==> config.mk <==
export PLATFORM = sky130hd
export DESIGN_NAME = uart_csr_bridge
export DESIGN_NICKNAME = d
export VERILOG_FILES = /design/src/rtl/accel_uart_pkg.sv /design/src/rtl/uart_crc8.sv /design/src/rtl/uart_csr_bridge.sv
export SDC_FILE = /design/constraint.sdc
export NUM_CORES = 1
export LEC_CHECK = 0
export BUFFER_PORTS_ARGS = -buffer_cell sky130_fd_sc_hd__buf_2
export CAP_MARGIN = 30
export CORE_UTILIZATION = 45
export CTS_CLUSTER_SIZE = 20
export DETAILED_ROUTE_END_ITERATION = 8
export PLACE_DENSITY = 0.65
export REMOVE_ABC_BUFFERS = 1
export SYNTH_ARGS = -nofsm -noshare
export SYNTH_HDL_FRONTEND = slang
export SYNTH_HIERARCHICAL = 1
export SYNTH_SLANG_ARGS = --single-unit
export TNS_END_PERCENT = 20
==> constraint.sdc <==
create_clock -name clk -period 4.98 [get_ports clk]
set_input_delay 1.245 -clock clk [delete_from_list [all_inputs] [get_ports clk]]
set_output_delay 1.245 -clock clk [all_outputs]
set_load 0.01 [all_outputs]
==> src/rtl/accel_uart_pkg.sv <==
// Shared constants and state encoding for the UART-to-CSR command bridge.
package accel_uart_pkg;

    localparam logic [7:0] CMD_WRITE = 8'h01;
    localparam logic [7:0] CMD_READ  = 8'h02;
    localparam logic [7:0] RSP_ACK   = 8'hA1;
    localparam logic [7:0] RSP_READ  = 8'hA2;
    localparam logic [7:0] RSP_NAK   = 8'hEE;
    localparam logic [7:0] CRC8_POLY = 8'h07;

    typedef enum logic [2:0] {
        ST_IDLE,
        ST_ADDR,
        ST_DATA,
        ST_CRC,
        ST_EXEC,
        ST_RESP
    } state_t;

    function automatic logic is_cmd(input logic [7:0] b);
        return (b == CMD_WRITE) || (b == CMD_READ);
    endfunction

endpackage

==> src/rtl/uart_crc8.sv <==
// CRC-8 (poly 0x07, MSB-first, no reflection) update of an accumulator by one byte.
module uart_crc8
    import accel_uart_pkg::*;
(
    input  logic [7:0] i_crc,
    input  logic [7:0] i_byte,
    output logic [7:0] o_crc
);

    always_comb begin
        // NOTE: blocking assignments chain the eight shift steps within one evaluation.
        o_crc = i_crc ^ i_byte;
        for (int i = 0; i < 8; i++) begin
            o_crc = o_crc[7] ? ((o_crc << 1) ^ CRC8_POLY) : (o_crc << 1);
        end
    end

endmodule

==> src/rtl/uart_csr_bridge.sv <==
// Framed UART command parser driving single-cycle CSR strobes and returning ACK/data/NAK.
// Optional inter-byte timeout enabled by defining UART_BRIDGE_TIMEOUT_EN.
module uart_csr_bridge
    import accel_uart_pkg::*;
#(
    parameter int ADDR_W      = 8,
    parameter int TIMEOUT_CYC = 100000
) (
    input  logic              clk,
    input  logic              rst,
    input  logic              rx_valid,
    input  logic [7:0]        rx_data,
    output logic              rx_ready,
    output logic              tx_valid,
    output logic [7:0]        tx_data,
    input  logic              tx_ready,
    input  logic              crc_en,
    output logic              csr_wen,
    output logic              csr_ren,
    output logic [ADDR_W-1:0] csr_addr,
    output logic [31:0]       csr_wdata,
    input  logic [31:0]       csr_rdata,
    output logic              rx_crc_error,
    output logic              rx_illegal_cmd
);

    state_t            r_state, w_next_state;
    logic              r_is_write, r_nak, r_tx_valid, r_crc_error, r_illegal;
    logic [1:0]        r_byte_cnt;
    logic [2:0]        r_tx_idx, r_tx_last;
    logic [7:0]        r_rx_crc, r_tx_crc, r_tx_data;
    logic [ADDR_W-1:0] r_addr;
    logic [31:0]       r_wdata, r_rdata;
    logic              w_rx_fire, w_timeout;
    logic [7:0]        w_rx_crc_in, w_rx_crc_next, w_tx_crc_in, w_tx_crc_next, w_tx_byte;

    assign rx_ready       = (r_state == ST_IDLE) || (r_state == ST_ADDR) ||
                            (r_state == ST_DATA) || (r_state == ST_CRC);
    assign w_rx_fire      = rx_valid && rx_ready;
    assign csr_wen        = (r_state == ST_EXEC) && r_is_write && !r_nak;
    assign csr_ren        = (r_state == ST_EXEC) && !r_is_write && !r_nak;
    assign csr_addr       = r_addr;
    assign csr_wdata      = r_wdata;
    assign tx_valid       = r_tx_valid;
    assign tx_data        = r_tx_data;
    assign rx_crc_error   = r_crc_error;
    assign rx_illegal_cmd = r_illegal;

    // A new frame restarts the RX accumulator; the TX accumulator restarts on the 0xA2 header.
    assign w_rx_crc_in = (r_state == ST_IDLE) ? 8'h00 : r_rx_crc;
    assign w_tx_crc_in = (r_state == ST_EXEC) ? 8'h00 : r_tx_crc;
    assign w_tx_byte   = (r_state == ST_EXEC) ? RSP_READ :
                         (r_tx_idx == 3'd4)   ? r_tx_crc :
                         r_rdata[{r_tx_idx[1:0], 3'b000} +: 8];

    uart_crc8 u_rx_crc (.i_crc(w_rx_crc_in), .i_byte(rx_data),   .o_crc(w_rx_crc_next));
    uart_crc8 u_tx_crc (.i_crc(w_tx_crc_in), .i_byte(w_tx_byte), .o_crc(w_tx_crc_next));

`ifdef UART_BRIDGE_TIMEOUT_EN
    logic [31:0] r_to_cnt;
    logic        w_counting;

    assign w_counting = (r_state == ST_ADDR) || (r_state == ST_DATA) || (r_state == ST_CRC);
    assign w_timeout  = w_counting && !w_rx_fire && (r_to_cnt == 32'(TIMEOUT_CYC - 1));

    always_ff @(posedge clk or posedge rst) begin
        if (rst) begin
            r_to_cnt <= '0;
        end else if (!w_counting || w_rx_fire || w_timeout) begin
            r_to_cnt <= '0;
        end else begin
            r_to_cnt <= r_to_cnt + 32'd1;
        end
    end
`else
    // Without the timeout a partial frame waits indefinitely.
    assign w_timeout = (TIMEOUT_CYC < 0);
`endif

    always_ff @(posedge clk or posedge rst) begin
        if (rst) begin
            r_state <= ST_IDLE;
        end else begin
            r_state <= w_next_state;
        end
    end

    always_comb begin
        // NOTE: default first so no path leaves the next state unassigned (no latch).
        w_next_state = r_state;
        case (r_state)
            ST_IDLE: if (w_rx_fire && is_cmd(rx_data)) w_next_state = ST_ADDR;
            ST_ADDR: if (w_rx_fire) w_next_state = r_is_write ? ST_DATA : ST_CRC;
            ST_DATA: if (w_rx_fire && (r_byte_cnt == 2'd3)) w_next_state = ST_CRC;
            ST_CRC:  if (w_rx_fire) w_next_state = ST_EXEC;
            ST_EXEC: w_next_state = ST_RESP;
            ST_RESP: if (tx_ready && (r_tx_idx == r_tx_last)) w_next_state = ST_IDLE;
            default: w_next_state = ST_IDLE;
        endcase
        if (w_timeout) w_next_state = ST_IDLE;
    end

    always_ff @(posedge clk or posedge rst) begin
        if (rst) begin
            r_is_write  <= 1'b0;
            r_nak       <= 1'b0;
            r_tx_valid  <= 1'b0;
            r_tx_data   <= 8'h00;
            r_crc_error <= 1'b0;
            r_illegal   <= 1'b0;
            r_byte_cnt  <= 2'd0;
            r_tx_idx    <= 3'd0;
            r_tx_last   <= 3'd0;
            r_rx_crc    <= 8'h00;
            r_tx_crc    <= 8'h00;
            r_addr      <= '0;
            r_wdata     <= 32'h0;
            r_rdata     <= 32'h0;
        end else begin
            // NOTE: non-blocking so every register here samples pre-edge values.
            r_crc_error <= 1'b0;
            r_illegal   <= 1'b0;
            case (r_state)
                ST_IDLE: if (w_rx_fire) begin
                    if (is_cmd(rx_data)) begin
                        r_rx_crc   <= w_rx_crc_next;
                        r_is_write <= (rx_data == CMD_WRITE);
                    end else begin
                        r_illegal <= 1'b1;
                    end
                end
                ST_ADDR: if (w_rx_fire) begin
                    r_addr     <= ADDR_W'(rx_data);
                    r_rx_crc   <= w_rx_crc_next;
                    r_byte_cnt <= 2'd0;
                end
                ST_DATA: if (w_rx_fire) begin
                    r_wdata[{r_byte_cnt, 3'b000} +: 8] <= rx_data;
                    r_rx_crc   <= w_rx_crc_next;
                    r_byte_cnt <= r_byte_cnt + 2'd1;
                end
                ST_CRC: if (w_rx_fire) begin
                    r_nak       <= crc_en && (rx_data != r_rx_crc);
                    r_crc_error <= crc_en && (rx_data != r_rx_crc);
                end
                ST_EXEC: begin
                    r_tx_valid <= 1'b1;
                    r_tx_idx   <= 3'd0;
                    if (r_nak) begin
                        r_tx_data <= RSP_NAK;
                        r_tx_last <= 3'd0;
                    end else if (r_is_write) begin
                        r_tx_data <= RSP_ACK;
                        r_tx_last <= 3'd0;
                    end else begin
                        r_tx_data <= RSP_READ;
                        r_tx_last <= 3'd5;
                        r_rdata   <= csr_rdata;
                        r_tx_crc  <= w_tx_crc_next;
                    end
                end
                ST_RESP: if (tx_ready) begin
                    if (r_tx_idx == r_tx_last) begin
                        r_tx_valid <= 1'b0;
                    end else begin
                        r_tx_idx  <= r_tx_idx + 3'd1;
                        r_tx_data <= w_tx_byte;
                        r_tx_crc  <= w_tx_crc_next;
                    end
                end
                default: ;
            endcase
            if (w_timeout) r_illegal <= 1'b1;
        end
    end

endmodule

* Word level (Yosys, flattened, before mapping)
Index checks and enable logic that the tools add are counted.
W data, S select, Z words.
** Storage, ports and cells
- Bits in registers :: 112
- Bits of input ports :: 45
- Output and inout bits :: 54
- Word-level logic and storage cells :: 155
** Cells by class
- Add/subtract/negate cells :: 3
- Equal/unequal tests :: 25
- Shift operators :: 3
- Mux-type cells :: 58
- Bitwise logic cells :: 20
- Reductions and logical operators :: 31
** Operator list (count)
- $mux W8 :: 13
- $mux W3 :: 25
- $not A3 Y3 :: 16
- $pmux W8 S2 :: 3
- $bwmux W32 :: 1
- $shift A8 B7 Y32 const A :: 1
- $shiftx A32 B6 Y8 :: 1
- $shiftx A8 B7 Y32 :: 1
- $ne A2 B2 Y1 const B :: 10
- $pmux W3 S6 :: 1
- $xor A8 B8 Y8 :: 2
- $reduce_and A3 Y1 :: 5
- $reduce_and A5 Y1 :: 2
- $eq A3 B3 Y1 const B :: 3
- $logic_and A1 B1 Y1 :: 9
- $eq A8 B1 Y1 const B :: 1
- $eq A8 B2 Y1 const B :: 1
- $mux W1 :: 8
- $ne A2 B1 Y1 const B :: 4
- $ne A8 B8 Y1 :: 1
- $mux W7 :: 1
- $neg A5 Y7 :: 1
- $eq A3 B2 Y1 const B :: 2
- $mux W2 :: 3
- 16 further kinds :: 25

* Longest topological paths before layout
Gate-level depths: netlist of the first run.
- Word-level depth :: 23
- Gate-level depth with buffers :: 10
- Gate-level depth less buffers :: 9

* Cells and area by module
The synthesis of the first run kept the hierarchy.
** By module, submodules not included
- uart_csr_bridge :: instances 1, cells each 533, area an instance 5290.1 um2, seq. area each 2752.6 um2
- uart_crc8 :: instances 2, cells each 20, area an instance 212.7 um2, seq. area each 0.0 um2

* Least setup slack after synthesis of the first run
OpenSTA, ideal clock, no wires.
- Kind :: register -> output
- Start :: register r_state[0]
- End :: output port csr_ren
- Arrival time :: 1.582 ns
- Data required time :: 3.735 ns
- Path slack :: 2.153 ns
- Cell stages (with the launch flop) :: 7
- Buffers on the path :: 3
- Path through :: dfrtp_1 -> or3b_1 -> buf_2 -> or3_1 -> buf_6 -> inv_6 -> buf_2
** Between the ends
- Cells in the longest elaborated chain, start to end :: 3
** RTL lines
- from (decl) :: RTL line uart_csr_bridge.sv:27 : state_t r_state, w_next_state;
- from (signal assigned) :: RTL line uart_csr_bridge.sv:84 : r_state <= w_next_state;
- $eq A3 B3 Y1 :: RTL line uart_csr_bridge.sv:41 : assign csr_ren = (r_state == ST_EXEC) && !r_is_write && !r_nak;
- $logic_and A1 B1 Y1 (2 in a row) :: RTL line uart_csr_bridge.sv:41
- to (decl) :: RTL line uart_csr_bridge.sv:19 : output logic csr_ren,
No other way between the ends.

* Worst setup path in the final report of the first run
- Start :: register r_state[2]
- End :: output port csr_ren
The elaborated chain is that of the path after synthesis.

==> summary.md, run 1 <==
| Metric | Value |
|---|---|
| Status | completed |
| GRT overflow | 0 |
| Fin Setup TNS | 0 ns |
| Share of cells above drive strength 1 | about 26% |
| Hold Crit Class | reg2reg |
| Number of diodes | 0 |
| CTS Buffer Depth | 2 |
| Vias/cell | 5.10 |
| Top Ports | 99 |
| Routability cong. | about 0.82 |
| Finished Cell Area | 6600 um2 |
| Fmax | 254 MHz |
| Relative slew slack | 29.7% |
| Post-synth EDFFs | 0 |
| Hold Vio Cnt, Final | 0 |
| RSZ-0062 raised after global routing | false |
| Leading area contributor after synthesis | dfrtp_1 |
| Iteration-0 DRC Markers | 228 |
| Rows | 40 |
| Fin cells | 823 |
| Final #Nets | 702 |
| Dpl cell area | roughly 6300 um2 |
| Synth cell types | 56 |
| WHS | around 0.47 ns |
| Cell count after placement | 806 |
| Post-CTS sizing | 0 |
| CP arrival | approximately 2.7 ns |
| Drt wl/cell | 15.1 um |
| Initial DRT Pass Iterations | 4 |
| Initial Util | 46.8% |
| Power Total | between 5 and 6 mW |
| Leakage | 3.17 nW |
| Worst setup EP type | output port |
| Sequential area share after synthesis | 48.2% |
| Buf/Inv on CP | 3 |
| Ys flop type | dfrtp_1 |
| Port buffer count | 98 |
| Worst endpoint required time | 3.73 ns |
| Max Cap Viol | 0 |
| Multi-input logic area | 2640 um2 |
| Gate count of the mapped netlist | approximately 570 |
| Reg2Reg Depth | 9 |
| Slew Limit Fails | 0 |
| CP startpoint kind | flop |
| Period Utilization, post-route | 79.0% |
| Post-DP HPWL | just under 9 mm |
| CP cell instances | or3b_1 > or3_1 > buf_4 > inv_6 > buf_2 |
| Crit-path slowest cell | dfrtp_1 |
| Remaining DRCs | 0 |
| Hold buffers post-CTS | 0 |
| Hold path endpoint | r_rdata[29]$_DFFE_PP0P_ |
| CTS tree | done |
| Layout area overhead | 15.5% |
| CTS sink cnt | 110 |
| Min Tclk post-route | 3.93 ns |
| WHS Path Cells | 2 |
| Avg Inst Size Synth | 9.97 um2 |
| Antenna violations before repair | 0 |
| Die Ht | 115 um |
| Post-CTS Setup Inserts | 0 |
| Post-Syn Area | roughly 5700 um2 |
| CP top delay family | simple AND/OR/NAND/NOR gates |
| Die area | 13200 um2 |
| Post-synth top cells | dfrtp_1, nand2_1, inv_1, nand3_1, o21ai_0 |
| Vias | 4200 |
| Fill cells | approximately 1100 |
| VDD IR-drop max | roughly 0.36 mV |
| Reg2Reg Setup Slack | 1.73 ns |
| Number of CTS-inserted buffers | 9 |
| Count leader, synth | dfrtp_1 |
| Number of global-route vias before repair | 4019 |
| First-pass GRT wire length | around 20 mm |
| Hold wc startpoint | r_rdata[29]$_DFFE_PP0P_ |
| #FFs+latches synth | 110 |
| Htree depth | 3 |
| Pre-CTS setup slack | 1.46 ns |
| R2R Path End | r_tx_crc[1]$_DFFE_PP0P_ |
| # setup viols final | 0 |
| Routed Antenna Nets | 0 |
| Worst Skew | 0.00885 ns |
| Root Buffer | clkbuf_16 |
| Core Area | between 10000 and 15000 um2 |
| Area contributors post-synth | dfrtp_1, nand2_1, mux2_2 |
| Clock latency on the worst-skew pair | 0.35 ns |
| CP peak stage delay | 0.64 ns |
| PD cells | 779 nW/um2 |
| CP Class | reg2out |
| Synth top area share | 48.2% |
| CTS clk-pin slew, worst paths | 0.07 ns |
| Crit Path Max Fanout | 34 |
| Total GRT Usage | 20.1% |
| Worst Tran Pin Value | 1.05 ns |
| Register area | 2750 um2 |
| Drt total wl | approximately 12 mm |
| RR Startpoint | r_tx_idx[0]$_DFFE_PP0P_ |
| Largest net degree at the start of global routing | 43 |
| Setup ws final | 1.05 ns |
| Die width | 115 um |
| Ys async rst share | 100% |
| Ys Warns | 6 |
| Layout Utilization | 54.1% |
-- layout by cell type (no fill, tap or decap), drive strengths merged, types with 2 or more instances in the layout --
master    synthesis  routed
nand2b            4       4
mux2i             5       5
o22ai             3       3
buf               9     103
and2             12      12
clkbuf           29      12
nand3            39      39
xor2             22      22
nor4              3       3
mux4              8       8
nor2b            11      11
o22a              5       5
nor3              5       5
nand4             3       3
xnor3             4       4
a31oi             5       5
a41oi             5       5
nor3b             3       3
nor2             18      18
a22o              3       3
nand2           106     106
clkinvlp          0       3
o21ai            35      35
mux2             27      27
dfrtp           110     110
ha                7       7
xnor2            24      24
inv              43      45
o211ai            2       2
a211oi            2       2
a21oi             2       2
and3              2       2
-- logic make-up (layout without fill, tap and decap cells) --
group	after synthesis	after routing	synth area share, %
buffers and inverters	81	163	5.67
and+or+nand+nor	215	215	17.6
AOI/OAI and AO/OA	70	70	8.17
muxes	40	40	9.87
xor gates and xnor gates	50	50	8.98
DFF	110	110	48.2
adders and majority gates	7	7	1.53
-- worst register-to-register path, delay by kind of cell, from the launching register on --
kind	cells	cell delay, ns
adder cells (fa/ha/maj)	1	0.29
XOR/XNOR	3	0.90
AND/OR/NAND/NOR	2	0.42
multiplexers	2	0.58
flip-flops	1	0.76
buffers and inverters	1	0.18
-- metal layers --
layer | wire length (um) | up-vias | GRT usage, %
li1 | - | 2058 | -
met1 | 6100 | 2050 | 30.0
met2 | 5720 | 85 | 30.3
met3 | 497 | 7 | 3.60
met4 | 92 | 0 | 4.68
met5 | 0 | - | 0
-- where the power goes --
group | internal (mW) | leakage [nW] | switching [mW]
clock network | 0.357 | 0.129 | 0.327
logic | 1.46 | 1.77 | 1.40
registers | 1.31 | 1.28 | 0.290
-- cell type report --
| cell class | instances | area share, % |
|---|---|---|
| Clock inverter | 5 | 0.607 |
| Multi-Input combinational cell | 382 | 40.0 |
| Tap cell | 168 | 3.18 |
| Inverter | 43 | 2.56 |
| Sequential cell | 110 | 41.7 |
| Clock buffer | 11 | 3.68 |
| Timing Repair Buffer | 104 | 8.30 |
-- worst max path at each step --
stage,startpoint,to,slack (ns),cells past startpoint
detailed placement,r_state[2]$_DFFE_PP0P_,csr_ren,1.46,5
finish,r_state[2]$_DFFE_PP0P_,csr_ren,1.05,5
global placement,r_state[2]$_DFFE_PP0P_,csr_ren,1.50,5
global route,r_state[2]$_DFFE_PP0P_,csr_ren,0.91,5
floorplan,rst,csr_addr[0]$_DFFE_PP0P_,0.83,1
CTS,r_state[2]$_DFFE_PP0P_,csr_ren,1.07,5
-- registers in the layout (all words and copies together) (netlist names), 3 cells and up --
signal and count:
r_tx_idx 3, tx_data 8, csr_addr 8, csr_wdata 32
r_tx_crc 8, r_rdata 32, r_state 3, r_rx_crc 8
Power figures use the tool's default switching activity.
==> run 2: changes to the inputs <==
Settings changed: ABC_AREA set to 1.
Clock period 4.98 ns to 4 ns, I/O delays scaled along.
==> summary.md, run 2 <==
| Metric | Value |
|---|---|
| Crit path depth | 16 |
| Area contributors post-synth | dfrtp_1, nand2_1, nand3_1 |
| Worst endpoint required time | about 4.3 ns |
| Switch Pwr | 2.78 mW |
| Pre-CTS setup slack | 1.17 ns |
| Fill cells | 1342 |
| Synth Area in XOR/XNOR | 4.33% |
| Leakage | 4.10 nW |
| Rows | 42 |
| Remaining DRCs | 0 |
| Synth Area in Simple Gates | between 30% and 40% |
| Final #Nets | 976 |
| Buf/Inv on CP | 2 |
| Most used cell, CP | nand2_1 |
| Initial DRT Pass Iterations | 7 |
| Routability cong. | 0.808 |
| Worst Skew | 0.0103 ns |
| Avg Inst Size Synth | 7.55 um2 |
| PD cells | slightly above 800 nW/um2 |
| Cell count after placement | 1089 |
| Share of cells above drive strength 1 | 19.3% |
| Initial Util | 46.8% |
| CTS Buffer Depth | 2 |
| Min Tclk post-route | 2.89 ns |
| CP top delay family | simple AND/OR/NAND/NOR gates |
| Drt wl/cell | 13.2 um |
| Antenna violations before repair | 0 |
| Post-synth EDFFs | 0 |
| Reg2Reg Depth | 16 |
| CTS clk-pin slew, worst paths | about 0.080 ns |
| Clock latency on the worst-skew pair | 0.36 ns |
| Sequential share of power | 31.0% |
| Max Cap Viol | 0 |
| Fin cells | 1105 |
| Int Pwr | 3.11 mW |
| Power Total | 5.90 mW |
| Relative slew slack | 34.4% |
| Commonest non-fill, non-tap cells in the layout | nand2_1, dfrtp_1, buf_2, inv_1, nand3_1 |
| Hold buffers post-CTS | 0 |
| Total GRT Usage | between 20% and 30% |
| Largest family of logic cells by synthesized area | simple AND/OR/NAND/NOR gates |
| RSZ-0062 raised after global routing | false |
| Post-DP HPWL | 10.6 mm |
| Ys Warns | 6 |
| Slew Limit Fails | 0 |
| Status | completed |
| Post-Syn Area | around 6300 um2 |
| Worst Tran Pin Value | 0.981 ns |
| Iteration-0 DRC Markers | approximately 340 |
| Layout Utilization | 53.3% |
| Sequential area share after synthesis | ~44% |
| Ys flop type | dfrtp_1 |
| Number of diodes | 0 |
| Period Utilization, post-route | 72.2% |
| Post-CTS Setup Inserts | 0 |
| Leading area contributor after synthesis | dfrtp_1 |
| Crit Path Max Fanout | 21 |
| CP Class | reg2reg |
| # setup viols final | 0 |
| Multi-input logic area | 3020 um2 |
| Synth top area share | between 40% and 50% |
| Number of global-route vias before repair | a little under 5000 |
| Die area | 14500 um2 |
| Port buffer count | 98 |
| Post-Synth Adder-Cell Area | 1.39% |
| Register area | 2750 um2 |
| Setup ws final | 1.11 ns |
| Post-CTS sizing | 0 |
| CP cell instances | clkinv_1 > ha_1 > nand2_1 > nand3_1 > o211ai_1 > inv_1 > nand2_1 > nand2_2 > nand2_1 > nand2_1 > nand2_1 > nand2_1 > nand2_1 > nand2_1 > nand2_1 > nand2_1 |
| Top Ports | 99 |
| Post-synth top cells | nand2_1, dfrtp_1, inv_1, nand3_1, nor2_1 |
| Vias | ~5400 |
| GRT overflow | 0 |
| Crit-path slowest cell | dfrtp_1 |
| Fin Setup TNS | 0 ns |
| Core Area | 13500 um2 |
| Die width | 120 um |
| Hold Crit Class | reg2reg |
| Synth cell types | 37 |
| Most common cell after layout, fill and taps aside | nand2_1 |
| CP startpoint kind | flop |
| Drt total wl | 14.6 mm |
| CP arrival | 3.14 ns |
| CTS tree | done |
| CTS sink cnt | 110 |
| Layout area overhead | 14.0% |
| Largest net degree at the start of global routing | 57 |
| Routed Antenna Nets | 0 |
| Mux share of post-synthesis cell area | 0.358% |
| Clk network pwr share | 15.5% |
| First-pass GRT wire length | 24.2 mm |
| Share of total power in combinational logic | 53.5% |
| Number of CTS-inserted buffers | 9 |
| Die Ht | 120 um |
| #FFs+latches synth | 110 |
| Vias/cell | 4.91 |
| Ys async rst share | 100% |
| Sw Share | approximately 47% |
| Gate count of the mapped netlist | 834 |
| Htree depth | 3 |
| VDD IR-drop max | a little over 0.3 mV |
| Count leader, synth | nand2_1 |
| Root Buffer | clkbuf_16 |
| CP peak stage delay | ~0.77 ns |
| Hold Vio Cnt, Final | 0 |
| Worst setup EP type | flop |
| Fmax | approximately 350 MHz |
| Synth Area in Compound Gates | 7.61% |
| WHS Path Cells | 2 |
[run 2: kinds of logic (layout without fill, tap and decap cells)]
family	Yosys count	after routing
mux	2	2
fa+ha+maj	7	7
xor+xnor	26	26
compound gates	85	85
buf+inv	114	209
simple gates	490	490
flops	110	110
[run 2: path summary, 6_finish.rpt]
kind	slack, ns	to	start
hold reg to reg	0.48	r_rdata[26]$_DFFE_PP0P_	r_rdata[26]$_DFFE_PP0P_
setup reg to reg	1.11	r_tx_crc[1]$_DFFE_PP0P_	r_tx_idx[0]$_DFFE_PP0P_
hold / removal	0.48	r_rdata[26]$_DFFE_PP0P_	r_rdata[26]$_DFFE_PP0P_
max in group asynchronous	2.50	csr_addr[6]$_DFFE_PP0P_	rst
setup / recovery	1.11	r_tx_crc[1]$_DFFE_PP0P_	r_tx_idx[0]$_DFFE_PP0P_
min in group asynchronous	0.75	r_rdata[29]$_DFFE_PP0P_	rst
[run 2: power by group through the flow]
stage,sequential [mW],clock [mW],combinational (mW)
finish,1.83,0.911,3.16
global route,1.88,0.982,3.61
CTS,1.83,0.931,3.16
detailed placement,1.85,0,3.15
global placement,1.85,0,3.11
floorplan,1.83,0,2.43
[run 2: tightest hold or removal path, stage by stage (launching register included)]
cell     delay [ns]
dfrtp_1        0.34
nand2_1        0.05
nand2_1        0.05
[run 2: area by class of cell]
class	count	area share, %
Multi-Input combinational cell	610	42.1
Sequential cell	110	38.4
Timing Repair Buffer	102	7.43
Inverter	91	4.81
Clock buffer	10	3.33
Tap cell	176	3.07
Clock inverter	6	0.837
[run 2: through the flow]
stage	cell area (um2)	hold WS, ns
after floorplan	6120	0.442
after global placement	6870	0.459
after detailed placement	6870	0.460
after CTS	7170	0.482
after global routing	7170	0.504
final	7170	0.479
[run 2: routing by layer]
layer,routed length (um),part of all wire (%),vias to the layer above,GRT usage (%)
li1,-,-,2780,-
met1,7440,51,2492,32.2
met2,6280,43,136,31.4
met3,706,4.8,13,3.07
met4,167,1.1,0,6.25
met5,0,0,-,0
==> run 3: changes to the inputs <==
Clock period 4 ns to 2.8 ns, I/O delays scaled along.
==> summary.md, run 3 (synthesized netlist as in run 2, its figures left out) <==
| Metric | Value |
|---|---|
| Status | completed |
| PD cells | 1170 nW/um2 |
| CP top delay family | flip-flops |
| First-pass GRT wire length | roughly 25 mm |
| Fill cells | 1372 |
| Post-CTS sizing | 0 |
| Initial DRT Pass Iterations | 4 |
| Top Ports | 99 |
| CP startpoint kind | flop |
| Number of global-route vias before repair | 4963 |
| Most used cell, CP | nand2_2 |
| CTS tree | done |
| Number of diodes | 0 |
| Hold buffers post-CTS | 0 |
| Relative slew slack | 63.9% |
| Hold Vio Cnt, Final | 0 |
| RSZ-0062 raised after global routing | false |
| R2R Path End | r_tx_crc[1]$_DFFE_PP0P_ |
| Routed Antenna Nets | 0 |
| Vias | between 5000 and 6000 |
| WHS | 0.366 ns |
| Root Buffer | clkbuf_16 |
| Number of CTS-inserted buffers | 9 |
| VDD IR-drop max | about 0.44 mV |
| CTS sink cnt | 110 |
| Antenna violations before repair | 0 |
| Drt wl/cell | 13.3 um |
| Slew Limit Fails | 0 |
| CTS Buffer Depth | 2 |
| Post-DP HPWL | 10.9 mm |
| Htree depth | 3 |
| Clock latency on the worst-skew pair | 0.35 ns |
| Final #Nets | 983 |
| Power Total | roughly 8.5 mW |
| CP cell instances | nor2_4 > nand2_2 > inv_2 > nand2_2 > clkinv_2 > buf_2 |
| Iteration-0 DRC Markers | 346 |
| GRT overflow | 0 |
| Drt total wl | 14.8 mm |
| Worst setup EP type | output port |
| Register area | 2750 um2 |
| Initial Util | between 40% and 50% |
| Most common cell after layout, fill and taps aside | nand2_1 |
| Rows | 42 |
| Layout area overhead | 14.9% |
| Port buffer count | 98 |
| CP arrival | 1.83 ns |
| Routability cong. | roughly 0.86 |
| Reg2Reg Depth | 16 |
| Leakage | 4.14 nW |
| Layout Utilization | roughly 54% |
| Crit-path slowest cell | dfrtp_1 |
| Highest Signal Layer | met4 |
| Met1 wire length | 7.73 mm |
| RR Startpoint | r_tx_idx[1]$_DFFE_PP0P_ |
| CP peak stage delay | between 0.5 and 0.6 ns |
| Worst Skew | 0.00583 ns |
| Remaining DRCs | 0 |
| Multi-input logic area | 3020 um2 |
| Worst endpoint required time | 2.10 ns |
| # setup viols final | 0 |
| CP Class | reg2out |
| Period Utilization, post-route | 90.5% |
| Total GRT Usage | between 20% and 30% |
| Vias/cell | 4.85 |
| Commonest non-fill, non-tap cells in the layout | nand2_1, dfrtp_1, buf_2, inv_1, nand3_1 |
| DR WL met3 | 580 um |
| Hold Crit Class | in2async |
| Met2 wire length | 6.35 mm |
| CTS clk-pin slew, worst paths | 0.08 ns |
| Core Area | 13500 um2 |
| Share of cells above drive strength 1 | 19.9% |
| Die area | 14500 um2 |
| Min Tclk post-route | between 2 and 3 ns |
| Reg2Reg Setup Slack | 0.37 ns |
| Die Ht | 120 um |
| Crit Path Max Fanout | 14 |
| Largest net degree at the start of global routing | 39 |
| Fmax | ~400 MHz |
| Post-CTS Setup Inserts | 0 |
| Max Cap Viol | 0 |
| Die width | 120 um |
| Worst Tran Pin Value | 0.539 ns |
| Buf/Inv on CP | 3 |
## run 3: cell count changes in the layout (fill, tap and decap cells not counted)
cell      previous run  this run
buf_4                3         9
buf_12               1         2
clkinv_8             1         0
clkinv_4             0         1
## run 3: through the flow
stage               instance area (um2)  worst slack, ns  std cells  TNS (ns)
floorplan                          6120           -0.802        811    -88.25
global placement                   6940            0.457       1096         0
detailed placement                 6940            0.374       1096         0
CTS                                7230            0.260       1112         0
global route                       7230           0.0357       1112         0
finish                             7230            0.266       1112         0
## run 3: power by group
| group | switching [mW] | internal, mW |
|---|---|---|
| sequential | 0.421 | 2.18 |
| clock | 0.636 | 0.645 |
| combinational | 2.92 | 1.67 |
## run 3: worst register-to-register path, delay by kind of cell, from the launching register on
| kind | cells | cell delay (ns) |
|---|---|---|
| and+or+nand+nor | 12 | 1.16 |
| DFF | 1 | 0.58 |
| buffers and inverters | 2 | 0.24 |
| adders and majority gates | 1 | 0.19 |
| AOI/OAI and AO/OA | 1 | 0.19 |
## run 3: per-layer routing
metal  up-vias  GRT usage [%]
li1       2789              -
met1      2476           32.7
met2       113           32.9
met3        11           2.69
met4         0           6.71
met5         -              0
## run 3: how the worst max path moves through the flow
stage	start	to	slack, ns	cells after the start
CTS	r_state[0]$_DFFE_PP0P_	csr_ren	0.26	6
detailed placement	r_tx_idx[1]$_DFFE_PP0P_	r_tx_crc[2]$_DFFE_PP0P_	0.37	16
floorplan	rst	csr_addr[0]$_DFFE_PP0P_	-0.80	1
global placement	r_tx_idx[1]$_DFFE_PP0P_	r_tx_crc[2]$_DFFE_PP0P_	0.46	15
finish	r_state[0]$_DFFE_PP0P_	csr_ren	0.27	6
global route	r_tx_idx[1]$_DFFE_PP0P_	r_tx_crc[2]$_DFFE_PP0P_	0.04	16
## run 3: layout make-up
| cell class | count | share of cell area [%] |
|---|---|---|
| Timing Repair Buffer | 109 | 8.27 |
| Inverter | 91 | 4.78 |
| Tap cell | 176 | 3.05 |
| Sequential cell | 110 | 38.1 |
| Clock inverter | 6 | 0.727 |
| Multi-Input combinational cell | 610 | 41.8 |
| Clock buffer | 10 | 3.31 |
